==> src/rtl/nrisc_pkg.sv <==
// Shared nRISC definitions: datapath widths, the EX/MEM entry layout and
// the ULA_Control encodings that decode and the EX/MEM register agree on.
package nrisc_pkg;

    localparam int DATA_W     = 8;
    localparam int REG_ADDR_W = 2;

    // ULA_Control: only ULA_SLT instructions drive in_set_cond high.
    typedef enum logic [1:0] {
        ULA_ADD = 2'b00,
        ULA_SUB = 2'b01,
        ULA_SLT = 2'b10,
        ULA_NOT = 2'b11
    } ula_ctrl_t;

    // Payload carried from execute to memory/write-back.
    typedef struct packed {
        logic [DATA_W-1:0]     result;
        logic [REG_ADDR_W-1:0] rd;
        logic                  reg_write;
        logic                  mem_read;
        logic                  mem_write;
        logic [DATA_W-1:0]     store_data;
    } ex_mem_entry_t;

    localparam int ENTRY_W = $bits(ex_mem_entry_t);

endpackage

==> src/rtl/skid_fifo2.sv <==
// Generic 2-entry skid buffer. in_ready comes only from the registered
// occupancy, so a downstream stall never propagates combinationally upstream.
module skid_fifo2 #(
    parameter int W = 8
) (
    input  logic         clk,
    input  logic         reset,
    input  logic         flush,
    input  logic         in_valid,
    output logic         in_ready,
    input  logic [W-1:0] in_data,
    output logic         out_valid,
    input  logic         out_ready,
    output logic [W-1:0] out_data
);

    logic [W-1:0] mem [2];
    logic         head;
    logic         tail;
    logic [1:0]   count;
    logic         push;
    logic         pop;

    assign in_ready  = (count < 2'd2);
    assign out_valid = (count != 2'd0);
    assign push      = in_valid & in_ready;
    assign pop       = out_valid & out_ready;
    assign out_data  = mem[head];

    // Occupancy and 1-bit wrapping pointers; flush empties the buffer.
    always_ff @(posedge clk or posedge reset) begin
        if (reset) begin
            count <= 2'd0;
            head  <= 1'b0;
            tail  <= 1'b0;
        end else if (flush) begin
            count <= 2'd0;
            head  <= 1'b0;
            tail  <= 1'b0;
        end else begin
            if (push) tail <= ~tail;
            if (pop)  head <= ~head;
            case ({push, pop})
                2'b10:   count <= count + 2'd1;
                2'b01:   count <= count - 2'd1;
                default: count <= count;
            endcase
        end
    end

    // Entry storage: written at the tail on an accepted, non-flushed push.
    always_ff @(posedge clk or posedge reset) begin
        if (reset) begin
            mem[0] <= '0;
            mem[1] <= '0;
        end else if (push && !flush) begin
            mem[tail] <= in_data;
        end
    end

endmodule

==> src/rtl/ex_mem_skid_reg.sv <==
// EX/MEM pipeline register: a 2-entry skid buffer of execute results plus
// the architectural condition flag and a forwarding tap on the head entry.
module ex_mem_skid_reg
    import nrisc_pkg::*;
#(
    parameter int DATA_W     = nrisc_pkg::DATA_W,
    parameter int REG_ADDR_W = nrisc_pkg::REG_ADDR_W
) (
    input  logic                  clk,
    input  logic                  reset,
    input  logic                  in_valid,
    output logic                  in_ready,
    input  logic [DATA_W-1:0]     in_result,
    input  logic                  in_cond,
    input  logic [REG_ADDR_W-1:0] in_rd,
    input  logic                  in_reg_write,
    input  logic                  in_mem_read,
    input  logic                  in_mem_write,
    input  logic [DATA_W-1:0]     in_store_data,
    input  logic                  in_set_cond,
    input  logic                  flush,
    output logic                  out_valid,
    input  logic                  out_ready,
    output logic [DATA_W-1:0]     out_result,
    output logic [REG_ADDR_W-1:0] out_rd,
    output logic                  out_reg_write,
    output logic                  out_mem_read,
    output logic                  out_mem_write,
    output logic [DATA_W-1:0]     out_store_data,
    output logic                  cond_flag,
    output logic                  fwd_valid,
    output logic [REG_ADDR_W-1:0] fwd_rd,
    output logic [DATA_W-1:0]     fwd_data
);

    ex_mem_entry_t in_entry;
    ex_mem_entry_t head_entry;
    logic          push;

    assign in_entry.result     = in_result;
    assign in_entry.rd         = in_rd;
    assign in_entry.reg_write  = in_reg_write;
    assign in_entry.mem_read   = in_mem_read;
    assign in_entry.mem_write  = in_mem_write;
    assign in_entry.store_data = in_store_data;

    assign push = in_valid & in_ready;

    skid_fifo2 #(
        .W(ENTRY_W)
    ) u_fifo (
        .clk       (clk),
        .reset     (reset),
        .flush     (flush),
        .in_valid  (in_valid),
        .in_ready  (in_ready),
        .in_data   (in_entry),
        .out_valid (out_valid),
        .out_ready (out_ready),
        .out_data  (head_entry)
    );

    assign out_result     = head_entry.result;
    assign out_rd         = head_entry.rd;
    assign out_reg_write  = head_entry.reg_write;
    assign out_mem_read   = head_entry.mem_read;
    assign out_mem_write  = head_entry.mem_write;
    assign out_store_data = head_entry.store_data;

    // Loads are not forwardable from here: their data only exists after MEM.
    assign fwd_valid = out_valid & head_entry.reg_write & ~head_entry.mem_read;
    assign fwd_rd    = head_entry.rd;
    assign fwd_data  = head_entry.result;

    // Flag updates at push so the branch right behind an SLT sees it;
    // a flushed push is squashed and leaves the flag alone.
    always_ff @(posedge clk or posedge reset) begin
        if (reset) begin
            cond_flag <= 1'b0;
        end else if (push && in_set_cond && !flush) begin
            cond_flag <= in_cond;
        end
    end

endmodule

==> config.mk <==
export PLATFORM = sky130hd
export DESIGN_NAME = ex_mem_skid_reg
export DESIGN_NICKNAME = d
export VERILOG_FILES = /design/src/rtl/nrisc_pkg.sv /design/src/rtl/skid_fifo2.sv /design/src/rtl/ex_mem_skid_reg.sv
export SDC_FILE = /design/constraint.sdc
export NUM_CORES = 1
export LEC_CHECK = 0
export ABC_AREA = 1
export BUFFER_PORTS_ARGS = -buffer_cell sky130_fd_sc_hd__buf_2
export CELL_PAD_IN_SITES_DETAIL_PLACEMENT = 0
export CELL_PAD_IN_SITES_GLOBAL_PLACEMENT = 1
export CORE_MARGIN = 1.5
export CORE_UTILIZATION = 43
export DETAILED_ROUTE_END_ITERATION = 16
export GPL_ROUTABILITY_DRIVEN = 0
export MAX_ROUTING_LAYER = met4
export PLACE_DENSITY_LB_ADDON = 0.12
export SYNTH_ARGS = -nofsm -noshare
export SYNTH_HDL_FRONTEND = slang
export SYNTH_SLANG_ARGS = --single-unit
==> constraint.sdc <==
create_clock -name clk -period 3.47 [get_ports clk]
set_clock_uncertainty 0.1 [all_clocks]
set_input_delay 0.694 -clock clk [delete_from_list [all_inputs] [get_ports clk]]
set_output_delay 0.694 -clock clk [all_outputs]
set_load 0.03 [all_outputs]
==> results.toml, run 1 <==
[sta]
final_max_slew_viol_count = 0
rsz0062_at_grt = "false"
worstMarginPinSlew_ps = 971
setup_violations = 0
post-route-period-util_pct = 79.1
min_period_ps = 2750
hold_violations = 0
relSlewSlack_pct = 35.2
fin_setup_tns_ps = 0
maxClockFrequency_mhz = 364

[finish]
fill_cells = 504
layout_common_cells = "buf_2, nand2_1, dfrtp_1, o21ai_2, inv_1"
syn_to_final_growth_pct = 13.0
diodes = 0
seqCellArea_mm2 = 0.00118
final_common_cell = "buf_2"
nNetsFinal = 312
multiInputGateArea_um2 = 913
drive_gt1_share_pct = 47.7

[die]
start_util_pct = 45.7
die_h_um = 77.6
core_mm2 = 0.00524
die_w_um = 77.6
fp-row-count = 26
dieArea_mm2 = 0.00602
io_pins = 63

[worst_setup_path]
worstPathRequired_ps = 2680
worst-path-max-fanout = 19
critical_path.cell_chain = "buf_4 -> mux2_2 -> buf_2"
crit_type = "reg -> out"
cp.arrival_ps = 1950
crit_path_end_kind = "output pin"
worstSetupStartpointType = "flop"
slowest_delay_ps = 840
cp_slowest_cell = "dfrtp_1"

[detailed_routing]
wl_per_cell_um = 11.6
final_antenna_net_count = 0
vias_per_cell = 4.59
drcViolationCount = 0
first_pass_iters = 4
drt-total-wl_um = 4120
first_iter_violations = 71
vias = 1629

[pwr]
power_w = 0.00197
vdd_drop_max_v = 0.000292
power.leakage_nw = 1.44
power_density_mw_per_mm2 = 729

[global_route]
top_usage_layer = "met2"
grt_pass1_vias = 1555
grt_pass1_wl_um = 7190
grt_overflow = 0
grt_max_degree = 48
grt_usage_pct = 15.5
antenna_found_initial = 0
grtUsageMet3_pct = 4.12
grt_use_met1_pct = 19.5
use_met2_pct = 24.0

[synthesis]
yosys.area_share.simple_pct = 12.9
ys_warn_count = 0
syn_inst = 235
syn_area_per_cell_um2 = 10.2
ys_ff_latch = 47
synth.area.mux_share_pct = 8.94
synth-compound-area-share_pct = 16.3
syn_nets = 263
synth.cell_area_mm2 = 0.00239
ys_seq_area_share_pct = 49.2
ys_types = 21
synthAdderAreaFrac_pct = 0
synth_top_family_by_area = "compound AO/OA/AOI/OAI gates"
synth_xor_area_share_pct = 0

[hold_path]
min_path_type = "reg -> reg"

[place]
portBuffers = 62
dp_hpwl_um = 2740

[clock_tree]
clock-sinks = 47
cts_buffers = 5
cts-root-buf = "clkbuf_8"
post_cts_resize_count = 0
clock_latency_ps = 290
clkSlewWorstSetupHoldPaths_ps = 80
cts_tree = "done"
post_cts_buffers = 0
clock_path_buffers = 2
postCtsHoldBufs = 0
htreeDepth = 2

[outcome]
status = "completed"

[job]
cap_violations = 0
==> registers in the layout, indices dropped and copies added, names as in the netlist <==
signal / count
cond_flag: 1
u_fifo.count: 2
u_fifo.head: 1
u_fifo.mem: 42
u_fifo.tail: 1
==> cell families after synthesis <==
| group | count (synthesis) |
|---|---|
| simple gates | 69 |
| flops | 47 |
| buf+inv | 52 |
| compound gates | 48 |
| mux | 19 |
==> final timing paths <==
path / from / to / slack (ps) / cells past startpoint
hold / removal: u_fifo.mem[23]$_DFFE_PP0P_ / u_fifo.mem[23]$_DFFE_PP0P_ / 380 / 2
hold reg to reg: u_fifo.mem[23]$_DFFE_PP0P_ / u_fifo.mem[23]$_DFFE_PP0P_ / 380 / 2
min in group asynchronous: reset / u_fifo.mem[36]$_DFFE_PP0P_ / 520 / 2
setup / recovery: u_fifo.head$_DFFE_PP0P_ / out_result[4] / 720 / 3
setup reg to reg: u_fifo.count[1]$_DFFE_PP0P_ / u_fifo.mem[34]$_DFFE_PP0P_ / 1770 / 6
max in group asynchronous: reset / u_fifo.tail$_DFFE_PP0P_ / 2150 / 2
==> critical path: cells and delay by family, from the launching register on <==
kind                   cells  cell delay, ps
buffers and inverters      2             470
flip-flops                 1             840
multiplexers               1             360
==> Yosys cell counts (all sizes together) <==
cell,instances,share of area [%]
clkinv,1,0.21
buf,21,7.5
mux2,19,8.9
nor3,1,0.21
nand2,54,8.8
o21ai,47,16
inv,30,4.9
nor2,4,0.63
dfrtp,47,49
nand3b,1,0.84
nand4,1,0.26
nand3,8,2.2
a21oi,1,0.21
==> layout make-up <==
cell class              instances  area share, %
flip-flops and latches         47           43.5
multi-input cells             136           33.8
repair buffers                 63           11.8
inverters                      31           4.54
well taps                      70           3.24
clock buffers                   6           2.69
clock inverters                 2          0.463
==> layer usage <==
metal / routed length (µm) / vias to the layer above / share of wire (%)
met3: 206 / 5 / 5.0
met1: 1980 / 744 / 48
met4: 53 / 0 / 1.3
met5: 0 / - / 0
li1: - / 839 / -
met2: 1880 / 41 / 46
==> power by group <==
group	internal [W]	switching [W]	total, W	leakage (nW)
registers	0.000718	0.0000989	0.000817	0.590
clock network	0.000141	0.000180	0.000321	0.0412
logic	0.000299	0.000533	0.000832	0.807
total	0.00116	0.000812	0.00197	1.44
==> per-stage QoR <==
stage          instances  hold slack [ps]  setup slack, ps  utilization, %  cell area (µm²)
2_1_floorplan        235              349              973               -             2390
3_3_place_gp         347              361             1010            50.0             2620
3_5_place_dp         347              363             1010            50.0             2620
4_1_cts              355              386              681            51.6             2700
5_1_grt              355              407              580            51.6             2700
6_report             355              383              724            51.6             2700
(Power assumes the default switching activity.)
==> inputs of run 2 (changes only) <==
- CORE_UTILIZATION: 43 -> 36
- clock period: 3.47 -> 2.2 ns (I/O delays scaled with it)
==> results.toml, run 2 (synthesized netlist as in run 1, its figures left out) <==
[global_route]
grt_pass1_wl_um = 7390
grt_pass1_vias = 1569
grt_overflow = 0
grt_max_degree = 48
grt_usage_pct = 13.6
antenna_found_initial = 0

[finish]
instances_no_fill = 364
final_common_cell = "buf_2"
regMostFlops = "u_fifo.mem"
syn_to_final_growth_pct = 16.1
reg.largest.list = "u_fifo.mem (42), u_fifo.count (2)"
nNetsFinal = 314
layout_common_cells = "buf_2, nand2_1, dfrtp_1, o21ai_2, inv_1"
diodes = 0
largest_reg_flops = 42
drive_gt1_share_pct = 48.8

[place]
portBuffers = 62
preCtsSetupSlack_ps = 474
dp_hpwl_um = 2850
post-place-cells = 356

[clock_tree]
clkSlewWorstSetupHoldPaths_ps = 90
post_cts_buffers = 0
postCtsHoldBufs = 0
clock_latency_ps = 300
htreeDepth = 2
post_cts_resize_count = 0
clock_path_buffers = 2
cts-root-buf = "clkbuf_8"
cts_buffers = 5
cts_tree = "done"
clock-sinks = 47

[detailed_routing]
drcViolationCount = 0
vias_per_cell = 4.50
drt-total-wl_um = 4330
first_pass_iters = 4
final_antenna_net_count = 0
wl_per_cell_um = 11.9
vias = 1638
first_iter_violations = 85

[worst_setup_path]
worstSetupStartpointType = "flop"
worstPathRequired_ps = 1660
r2r-start = "u_fifo.count[1]$_DFFE_PP0P_"
crit_path_end_kind = "output pin"
crit_type = "reg -> out"
cp.arrival_ps = 1480
worst-path-max-fanout = 18
crit_start = "u_fifo.head$_DFFE_PP0P_"

[die]
fp-row-count = 29
core_mm2 = 0.00639
die_h_um = 84.5
dieArea_mm2 = 0.00714
die_w_um = 84.5
io_pins = 63
start_util_pct = 37.5

[pwr]
vdd_drop_max_v = 0.000554
power.leakage_nw = 1.47
power_w = 0.00327
power_density_mw_per_mm2 = 1180

[sta]
hold_violations = 0
post-route-period-util_pct = 91.7
setup_violations = 0
final_max_slew_viol_count = 0
fin_setup_tns_ps = 0
relSlewSlack_pct = 59.7
maxClockFrequency_mhz = 496
min_period_ps = 2020
rsz0062_at_grt = "false"
whs_ps = 53.9
worstMarginPinSlew_ps = 605
setup_slack_ps = 182

[job]
cap_violations = 0

[hold_path]
min_path_type = "in -> async"

[outcome]
status = "completed"
## run 2: cell types whose count changed in the layout (fill, tap and decap cells not counted), sizes merged
cell | before | now
buf | 63 | 65
clkinvlp | 1 | 0
bufinv | 0 | 1
## run 2: cell type report
cell class	count	area [µm²]
fillers	658	3610
clock inverters	2	35.0
well taps	77	96.3
inverters	31	123
clock buffers	6	82.6
flip-flops and latches	47	1180
multi-input cells	136	918
repair buffers	65	345
## run 2: layer usage
layer	GRT usage [%]	share of wire (%)
met4	5.72	1.9
met1	18.5	49
met5	-	0
met2	19.6	44
met3	2.85	4.8
## run 2: worst paths after layout
check	endpoint	slack (ps)	cells past startpoint
max in group asynchronous	u_fifo.mem[31]$_DFFE_PP0P_	1700	3
hold / removal	u_fifo.mem[5]$_DFFE_PP0P_	50	3
hold reg to reg	u_fifo.mem[31]$_DFFE_PP0P_	380	2
setup / recovery	out_store_data[1]	180	3
min in group clk	cond_flag$_DFFE_PP0P_	280	3
setup reg to reg	u_fifo.mem[33]$_DFFE_PP0P_	520	6
## run 2: power by group
| part | total (W) | internal, W | switching (W) |
|---|---|---|---|
| registers | 0.00127 | 0.00113 | 0.000136 |
| clock network | 0.000660 | 0.000368 | 0.000292 |
| logic | 0.00134 | 0.000479 | 0.000863 |
| total | 0.00327 | 0.00198 | 0.00129 |
## run 2: worst max-delay path, stage by stage, from the launching register on
cell and delay, ps:
dfrtp_1 350, buf_4 260, mux2_2 380, buf_2 180
## run 2: per-stage QoR
step           utilization [%]  area (µm²)
2_1_floorplan                -        2400
3_3_place_gp              41.6        2660
3_5_place_dp              41.6        2660
4_1_cts                   43.5        2780
5_1_grt                   43.5        2780
6_report                  43.5        2780
